==> src/rtl/blocking_buffer_mst_rd.sv <==
// blocking_buffer_mst_rd
// Output-side blocking buffer. It collects one result row per cycle from the
// systolic array. When the matrix is complete it waits for the DMA grant. It
// then serves the whole matrix as AXI4 R-channel beats. The buffer is only
// ever in one of these three phases.
//
// Ports:
//   clk_i, rst_n_i      clock, asynchronous active-low reset
//   in_valid_i/data_i   result row from the array; in_ready_o high while collecting
//   full_o              matrix complete, waiting for grant_i
//   grant_i             DMA arbiter grant; ar_burst_i/ar_len_i qualify the request
//   s_axi_r*            AXI4 R channel toward the DMA
//   draining_o          buffer is serving the R burst
module blocking_buffer_mst_rd #(
  parameter int AXI_DW_g = 64,
  parameter int depth_g  = 16
) (
  input  logic                clk_i,
  input  logic                rst_n_i,
  input  logic                in_valid_i,
  input  logic [AXI_DW_g-1:0] in_data_i,
  output logic                in_ready_o,
  output logic                full_o,
  input  logic                grant_i,
  input  logic [1:0]          ar_burst_i,
  input  logic [7:0]          ar_len_i,
  output logic                s_axi_rvalid_o,
  input  logic                s_axi_rready_i,
  output logic [AXI_DW_g-1:0] s_axi_rdata_o,
  output logic [1:0]          s_axi_rresp_o,
  output logic                s_axi_rlast_o,
  output logic                draining_o
);

  localparam int AW = (depth_g > 1) ? $clog2(depth_g) : 1;
  localparam logic [AW-1:0] LAST_IDX = AW'(depth_g - 1);

  localparam logic [1:0] ST_COLLECT = 2'd0;
  localparam logic [1:0] ST_WAIT    = 2'd1;
  localparam logic [1:0] ST_DRAIN   = 2'd2;

  logic [1:0]          state_q,    state_d;
  logic [AW-1:0]       wr_ptr_q,   wr_ptr_d;
  logic [AW-1:0]       rd_ptr_q,   rd_ptr_d;
  logic                resp_err_q, resp_err_d;
  logic                wr_en;
  logic [AXI_DW_g-1:0] mem_q [depth_g];

  always_comb begin
    state_d    = state_q;
    wr_ptr_d   = wr_ptr_q;
    rd_ptr_d   = rd_ptr_q;
    resp_err_d = resp_err_q;
    wr_en      = 1'b0;
    case (state_q)
      ST_COLLECT: begin
        // grant_i is deliberately ignored here; the arbiter only grants on full_o.
        if (in_valid_i) begin
          wr_en = 1'b1;
          if (wr_ptr_q == LAST_IDX) begin
            wr_ptr_d = '0;
            state_d  = ST_WAIT;
          end else begin
            wr_ptr_d = wr_ptr_q + AW'(1);
          end
        end
      end
      ST_WAIT: begin
        if (grant_i) begin
          // The burst is always depth_g beats. A non-INCR burst or a wrong length
          // is only reported as SLVERR on every beat.
          resp_err_d = (ar_burst_i != 2'b01) || (ar_len_i != 8'(depth_g - 1));
          rd_ptr_d   = '0;
          state_d    = ST_DRAIN;
        end
      end
      ST_DRAIN: begin
        if (s_axi_rready_i) begin
          if (rd_ptr_q == LAST_IDX) begin
            rd_ptr_d = '0;
            state_d  = ST_COLLECT;
          end else begin
            rd_ptr_d = rd_ptr_q + AW'(1);
          end
        end
      end
      default: state_d = ST_COLLECT;
    endcase
  end

  always_ff @(posedge clk_i or negedge rst_n_i) begin
    if (!rst_n_i) begin
      state_q    <= ST_COLLECT;
      wr_ptr_q   <= '0;
      rd_ptr_q   <= '0;
      resp_err_q <= 1'b0;
    end else begin
      state_q    <= state_d;
      wr_ptr_q   <= wr_ptr_d;
      rd_ptr_q   <= rd_ptr_d;
      resp_err_q <= resp_err_d;
    end
  end

  // Row storage has no reset. Its contents are only meaningful after a full fill.
  always_ff @(posedge clk_i) begin
    if (wr_en) begin
      mem_q[wr_ptr_q] <= in_data_i;
    end
  end

  // Memory is never written during DRAIN. A stalled beat therefore stays stable.
  assign in_ready_o     = (state_q == ST_COLLECT);
  assign full_o         = (state_q == ST_WAIT);
  assign draining_o     = (state_q == ST_DRAIN);
  assign s_axi_rvalid_o = draining_o;
  assign s_axi_rdata_o  = mem_q[rd_ptr_q];
  assign s_axi_rresp_o  = (draining_o && resp_err_q) ? 2'b10 : 2'b00;
  assign s_axi_rlast_o  = draining_o && (rd_ptr_q == LAST_IDX);

endmodule

==> config.mk <==
export PLATFORM = sky130hd
export DESIGN_NAME = blocking_buffer_mst_rd
export DESIGN_NICKNAME = d
export VERILOG_FILES = /design/src/rtl/blocking_buffer_mst_rd.sv
export SDC_FILE = /design/constraint.sdc
export NUM_CORES = 1
export LEC_CHECK = 0
export ABC_AREA = 1
export CAP_MARGIN = 10
export CORE_MARGIN = 4
export CORE_UTILIZATION = 40
export DETAILED_ROUTE_END_ITERATION = 10
export PLACE_DENSITY = 0.63
export SLEW_MARGIN = 0
export SYNTH_ARGS = -nofsm -noshare
export SYNTH_HDL_FRONTEND = slang
export SYNTH_SLANG_ARGS = --single-unit
==> constraint.sdc <==
create_clock -name clk_i -period 4.15 [get_ports clk_i]
set_clock_uncertainty 0.1 [all_clocks]
set_input_delay 0.83 -clock clk_i [delete_from_list [all_inputs] [get_ports clk_i]]
set_output_delay 0.83 -clock clk_i [all_outputs]
set_load 0.05 [all_outputs]
* Word level (Yosys, flattened, before mapping)
Memory sizes are Yosys's and may differ from the RTL's.
Index checks and enable logic that the tools add are counted.
** Storage, ports and cells
- Memories kept :: 1
- Memory bits (writable) :: 1024
- Logic and storage cells :: 43
- Bits in registers :: 11
- Output and inout bits :: 71
** Memories
- mem_q :: depth 16, width 64, rd ports 1, clocked after Yosys merged registers in 0, wr ports 1, RTL line 47 : logic [AXI_DW_g-1:0] mem_q [depth_g];
** Cells by class
- Reduce and logical (&&, ||, !) cells :: 9
- Muxes and demuxes :: 16
- $add $sub $neg :: 2
- Eq/ne operators :: 11
** Operators by type and width (count)
- $mux W4 :: 4
- $mux W2 :: 6
- $add A4 B1 Y4 const B :: 2
- $eq A4 B4 Y1 const B :: 2
- $ne A2 B1 Y1 const B :: 4
- $ne A8 B4 Y1 const B :: 1
- $pmux W4 S2 :: 1
- $pmux W2 S3 :: 1
- $reduce_and A5 Y1 :: 1
- $mux W1 :: 4
- $ne A2 B2 Y1 const B :: 2
- $reduce_and A2 Y1 :: 2
- $reduce_and A3 Y1 :: 1
- $eq A2 B1 Y1 const B :: 1
- $eq A2 B2 Y1 const B :: 1
- $logic_and A1 B1 Y1 :: 2
- $logic_not A2 Y1 :: 1
- $reduce_bool A2 Y1 :: 1
- $logic_or A1 B1 Y1 :: 1

* Depth between registers and ports, before layout
Gate-level depths: netlist (run 1).
- Depth after elaboration :: 4
- Gate-level depth with buffers :: 9
- Mapped depth without buffers :: 7

* Worst setup path after synthesis (run 1)
OpenSTA, ideal clock, no wires.
- Path type :: reg2reg
- Start point :: reg state_q[0]
- End point :: mem mem_q[0][0] (enable)
- Required time :: 3564 ps
- Setup time :: 486 ps
- Stages on the path, launching flop included :: 6
- Path buffers :: 0
- Setup slack :: -796 ps
- Arrival :: 4360 ps
- Period minus slack after synthesis :: 4946 ps
- Cell sequence :: dfrtp_1 -> nor2_1 -> nand2_1 -> inv_1 -> nand2_1 -> nor2_1
** Between the ends
- Word-level cells in the longest chain between the ends :: 4
** Ends and longest elaborated chain
- start, declared :: RTL line 42 : logic [1:0] state_q, state_d;
- start signal, assigned :: RTL line 98 : state_q <= state_d;
- $logic_not A2 Y1
- via in_ready_o :: RTL line 22 : output logic in_ready_o,
- $mux W1 :: RTL line 55 : case (state_q)
- $mux W1 :: RTL line 107 : if (wr_en) begin
- $mux W1 (implied by the code) :: RTL line 108 : mem_q[wr_ptr_q] <= in_data_i;
- end, declared :: RTL line 47
The timed path passes the listed nets, and every way through them passes these cells.

* Worst setup path in the final report (run 1)
- Start point :: reg rd_ptr_q[1]
- End point :: out s_axi_rdata_o[61]
** Between the ends
- Word-level cells in the longest chain between the ends :: 1
** Ends and longest elaborated chain
- start, declared :: RTL line 44 : logic [AW-1:0] rd_ptr_q, rd_ptr_d;
- start signal, assigned :: RTL line 100 : rd_ptr_q <= rd_ptr_d;
- $mem_v2 Z16 W64
- end, declared :: RTL line 29 : output logic [AXI_DW_g-1:0] s_axi_rdata_o,
No other way between the ends.

==> run summary, run 1 <==
status = finished, final reports clean
synthesized flop and latch total = 1,035
CTS clk-pin slew, worst paths = 60 ps
WL met1 = 46,600 um
Initial Util = 40.4%
Std-Cell Rows = 120
# IOs = 150
Post-CTS Repair Setup Buffers = 0
CTS Sinks = 1,035
worst path required time = 3220 ps
H-tree levels = 3
CTS root buffer = clkbuf_16
top cells by area, synth = edfxtp_1 71%, nand2_1 14%, nand3_1 4.5%
Final Cycle Share = 94.3%
Arr. time, crit path = 2980 ps
RSZ-0062 raised after global routing = false
class of the worst hold path = flop to flop
Final nets = 4,301
MaxCap Viol Count = 0
setup ws final = 238 ps
Via-to-Cell Ratio = 4.94
Synth cell types = 20
relative slew slack = 42.0%
remaining global-route overflow = 0
Synthesis Warnings = 0
I/O Buffers = 148
routability congestion estimate = 0.749
aggregate negative setup slack = 0 ps
register area share after synthesis = 71.7%
WL met2 = 54,400 um
vias after detailed routing = 28,167
# fillers = 9,634
drt wl/cell = 19.3 um
initial antenna violation count = 7
first-pass GRT wire length = 167,000 um
Post-CTS Resized = 0
Cell Area, Synth = 43,300 um2
startpoint class of the critical path = flop
fin crit period = 3910 ps
Final setup viols = 0
met3 WL = 6660 um
Num CTS Buffers = 103
worst-skew pair later-pin latency = 660 ps
chip width = 337 um
pin count of the biggest net entering global routing = 139
Syn Inst Count = 4,085
PnR Total Power = 34.6 mW
tightest hold margin = 381 ps
Slew @ Worst Pin = 868 ps
hold buffer count at CTS = 0
drt pass-1 iters = 7
Syn Area/Cell = 10.6 um2
layout cell share with drive strength beyond 1 = 7.23%
global-route usage over all layers = 19.4%
drt drc = 0
syn nets = 4,169
vias in the first global route = 27,224
Final Hold Fails = 0
CORE AREA = 107,000 um2
Synth-to-Final Area Change = 16.4%
Die Area = 113,000 um2
Max Root-Sink Buffers = 3
top routing layer in use = met5
Max VDD drop = 0.000594 V
Vert. Die Dim = 337 um
DP HPWL = 57,200 um
power density over the cells = 687 nW/um2
Final Util = 47.0%
Worst Setup End Kind = output pin
worst-path fanout max = 38
Total Routed Length = 110,000 um
maximum clock rate = 0.256 GHz
dpl ws = 739 ps
Synth area leader = edfxtp_1
area fraction of the dominant cell type after synthesis = 71.1%
CTS tree = yes
post-route ant nets = 0
Pins Over Slew Limit = 0
drt first-iter violations = 2,426
Lkg Pwr = 20.1 nW
kind of critical path = flop to output pin
==> metal layers <==
layer / up-vias / GRT usage (%)
li1: 13510 / -
met1: 13654 / 25.6
met2: 821 / 33.2
met3: 174 / 3.12
met4: 8 / 5.30
met5: - / 0
==> logic make-up (layout without fill, tap and decap cells) <==
| kind of cell | count (synthesis) | in the layout | share of synthesized area (%) |
|---|---|---|---|
| simple gates | 2434 | 2434 | 22.3 |
| flops | 1035 | 1035 | 71.7 |
| buf+inv | 601 | 817 | 5.73 |
| compound gates | 8 | 8 | 0.101 |
| fa+ha+maj | 5 | 5 | 0.145 |
| other cells | 1 | 3 | 0.00867 |
| xor+xnor | 1 | 1 | 0.0203 |
==> path summary, 6_finish.rpt <==
kind	startpoint	end	slack (ps)	depth (start not counted)
max	rd_ptr_q[1]	s_axi_rdata_o[61]	240	9
min reg2reg	resp_err_q	resp_err_q	380	2
max in group asynchronous	rst_n_i	rd_ptr_q[0]	3040	1
min	resp_err_q	resp_err_q	380	2
min in group asynchronous	rst_n_i	wr_ptr_q[0]	450	1
max reg2reg	state_q[0]	mem_q[4][24]	1520	6
==> per-stage QoR <==
| stage | std cells | cell area, um2 |
|---|---|---|
| after detailed placement | 5515 | 47100 |
| after CTS | 5704 | 50400 |
| final | 5706 | 50400 |
| after floorplan | 4085 | 43300 |
| after global placement | 5515 | 47100 |
| after global routing | 5704 | 50400 |
==> layout by cell type (no fill, tap or decap) <==
cell             count
nand2_1           1623
inv_1              397
edfxtp_1          1024
inv_8                1
o211ai_1             1
nand3_1            392
inv_4                2
o21ai_0              4
clkbuf_16          106
buf_4               63
clkdlybuf4s50_1     84
nor3_1               2
a21oi_1              2
conb_1               1
clkinv_1            22
o22ai_1              1
nor2_1             398
nor2_4              17
diode_2              2
xor2_1               1
clkinvlp_4           4
ha_1                 5
bufinv_16            6
nand4_1              2
buf_12              79
clkbuf_1            23
dfrtp_1              8
clkinv_2            21
clkinv_16            1
clkbuf_8             3
dfrtp_4              3
inv_16               2
inv_6                3
==> cell type report <==
cell class                      count  area, um2  area share, %
Antenna cell                        2       5.00        0.00994
Clock buffer                      132       2780           5.52
Clock inverter                     57        477          0.947
Inverter                          402       1530           3.04
Multi-Input combinational cell   2449       9880           19.6
Sequential cell                  1035      31000           61.6
Tap cell                         1403       1760           3.49
Timing Repair Buffer              226       2900           5.75
==> registers in the layout (all words and copies together) (netlist names) <==
name,flops
state_q,2
mem_q,1024
rd_ptr_q,4
resp_err_q,1
wr_ptr_q,4
==> power breakdown <==
part           internal (mW)  switching (mW)  leakage [nW]
Clock                   5.11            3.90          1.59
Sequential              11.6           0.188          9.33
Combinational           4.21            9.59          9.20
==> cell usage after synthesis, drive strengths merged <==
library cell and count:
buf 150, nand2 1623, o21ai 4, nand4 2, o211ai 1, nor3 2, xor2 1, conb 1
nand3 392, inv 402, ha 5, o22ai 1, nor2 415, clkbuf 49, a21oi 2, edfxtp 1024
dfrtp 11
==> critical path: stages (launching register included) <==
cell	delay, ps
dfrtp_4	780
nand2_1	200
inv_4	110
buf_4	500
nand2_1	100
nor2_1	110
nor2_1	50
nand2_1	50
nand2_1	160
buf_12	210
(Power assumes the default switching activity.)
==> run 2, diff against run 1 <==
--- a/config.mk
+++ b/config.mk
@@ -8,9 +8,8 @@
 export ABC_AREA = 1
 export CAP_MARGIN = 10
 export CORE_MARGIN = 4
-export CORE_UTILIZATION = 40
+export CORE_UTILIZATION = 41
 export DETAILED_ROUTE_END_ITERATION = 10
-export PLACE_DENSITY = 0.63
 export SLEW_MARGIN = 0
 export SYNTH_ARGS = -nofsm -noshare
 export SYNTH_HDL_FRONTEND = slang
==> run 2 against run 1 <==
Net effect: flip-flop and latch count stayed put; setup slack gained 27 ps; total power fell by 0.64%; sequential power is essentially flat; critical path depth stayed put; first-iteration DRC count fell by 17%; routed wire length decreased by 3.5%; largest cell class unchanged.
==> run summary, run 2 (same netlist as run 1, synthesis figures left out) <==
H-tree levels = 3 (unchanged)
Final Cycle Share = 93.6% (was 94.3%)
RSZ-0062 raised after global routing = false (unchanged)
Std-Cell Rows = 118 (was 120)
Final setup viols = 0 (unchanged)
layout cell share with drive strength beyond 1 = 6.69% (was 7.23%)
startpoint class of the critical path = flop (unchanged)
MaxCap Viol Count = 0 (unchanged)
power density over the cells = 688 nW/um2 (was 687 nW/um2)
relative slew slack = 37.2% (was 42.0%)
placed cell count = 5,474 (was 5,515)
Final Hold Fails = 0 (unchanged)
vias after detailed routing = 27,527 (was 28,167)
tightest hold margin = 401 ps (was 381 ps)
dpl ws = 947 ps (was 739 ps)
drt drc = 0 (unchanged)
chip width = 333 um (was 337 um)
Final Util = 48.0% (was 47.0%)
Vert. Die Dim = 333 um (was 337 um)
Multi-input gate area = 9880 um2 (unchanged)
Reg with most FFs = mem_q (unchanged)
DP HPWL = 53,900 um (was 57,200 um)
Max VDD drop = 0.000670 V (was 0.000594 V)
worst path required time = 3220 ps (about the same)
pin count of the biggest net entering global routing = 200 (was 139)
Synth-to-Final Area Change = 15.6% (was 16.4%)
aggregate negative setup slack = 0 ps (unchanged)
Post-CTS Repair Setup Buffers = 0 (unchanged)
maximum clock rate = 0.257 GHz (was 0.256 GHz)
CTS root buffer = clkbuf_16 (unchanged)
Largest regs = mem_q: 1024 flops, rd_ptr_q: 4 flops, wr_ptr_q: 4 flops (unchanged)
Worst Setup End Kind = output pin (unchanged)
fin crit period = 3890 ps (was 3910 ps)
Die Area = 111,000 um2 (was 113,000 um2)
# IOs = 150 (unchanged)
Post-Layout Cell Count = 5,672 (was 5,706)
drt pass-1 iters = 5 (was 7)
first-pass GRT wire length = 162,000 um (was 167,000 um)
initial antenna violation count = 5 (was 7)
CORE AREA = 104,000 um2 (was 107,000 um2)
FF/Latch Area = 31,000 um2 (unchanged)
global-route usage over all layers = 19.0% (was 19.4%)
Lkg Pwr = 20.0 nW (was 20.1 nW)
hold buffer count at CTS = 0 (unchanged)
Pins Over Slew Limit = 0 (unchanged)
Slew @ Worst Pin = 942 ps (was 868 ps)
remaining global-route overflow = 0 (unchanged)
vias in the first global route = 26,407 (was 27,224)
setup ws final = 265 ps (was 238 ps)
# fillers = 9,308 (was 9,634)
Max Root-Sink Buffers = 3 (unchanged)
commonest non-fill, non-tap cell in the layout = nand2_1 (unchanged)
I/O Buffers = 148 (unchanged)
Final nets = 4,285 (was 4,301)
worst-path fanout max = 48 (was 38)
drt first-iter violations = 2,007 (was 2,426)
class of the worst hold path = flop to flop (unchanged)
Total Routed Length = 107,000 um (was 110,000 um)
number of flip-flops under the largest register name = 1,024 (unchanged)
Post-CTS Resized = 0 (unchanged)
routability congestion estimate = 0.731 (was 0.749)
CTS Sinks = 1,035 (unchanged)
status = finished, final reports clean (unchanged)
most frequent cells in the layout = 1,623 x nand2_1, 1,024 x edfxtp_1, 398 x nor2_1 (unchanged)
worst-skew pair later-pin latency = 670 ps (was 660 ps)
CTS clk-pin slew, worst paths = 60 ps (about the same)
drt wl/cell = 18.8 um (was 19.3 um)
Design Area, Final = 50,000 um2 (was 50,400 um2)
post-route ant nets = 0 (unchanged)
Arr. time, crit path = 2960 ps (was 2980 ps)
Via-to-Cell Ratio = 4.85 (was 4.94)
CTS tree = yes (unchanged)
Num CTS Buffers = 105 (was 103)
Area after DPL = 46,800 um2 (was 47,100 um2)
PnR Total Power = 34.4 mW (was 34.6 mW)
Initial Util = 41.6% (was 40.4%)
kind of critical path = flop to output pin (unchanged)
## run 2: cell count changes in the layout (fill, tap and decap cells not counted), sizes merged
| cell | change |
|---|---|
| buf | -18 |
| bufinv | -1 |
| clkbuf | -5 |
| clkinv | +12 |
| clkinvlp | -1 |
| diode | +1 |
| inv | +1 |
## run 2: critical path, stage by stage (launching register included)
cell     delay, ps
dfrtp_4        590
nand2_1        180
inv_6          430
buf_12         340
nand2_1        100
nor2_1          90
nor2_1          50
nand2_1         50
nand2_1        160
buf_4          250
## run 2: layer usage
layer | wire length, um | GRT usage, % | part of all wire (%)
met5 | 0 | 0 | 0
met4 | 2210 | 5.14 | 2.1
met3 | 5120 | 2.47 | 4.8
met2 | 52200 | 32.7 | 49
met1 | 46900 | 25.5 | 44
## run 2: path summary, 6_finish.rpt
| path | start | end | slack [ps] | cells after the start |
|---|---|---|---|---|
| max | rd_ptr_q[1] | s_axi_rdata_o[34] | 260 | 9 |
| min | resp_err_q | resp_err_q | 400 | 2 |
| max reg2reg | state_q[0] | mem_q[6][22] | 1630 | 6 |
| min reg2reg | resp_err_q | resp_err_q | 400 | 2 |
| max in group asynchronous | rst_n_i | rd_ptr_q[0] | 2970 | 1 |
| min in group asynchronous | rst_n_i | state_q[0] | 470 | 1 |
## run 2: final cells by class
type                       count  share of cell area [%]
sequential                  1035                    62.1
multi-input combinational   2449                    19.8
clock buffer                 127                    5.51
timing repair buffer         208                    5.17
tap                         1380                    3.45
inverter                     402                    3.07
clock inverter                68                   0.951
antenna                        3                  0.0150
## run 2: report_power, final
group	switching, mW	internal [mW]
logic	9.47	4.19
registers	0.181	11.6
clock network	3.91	5.02
total	13.6	20.8
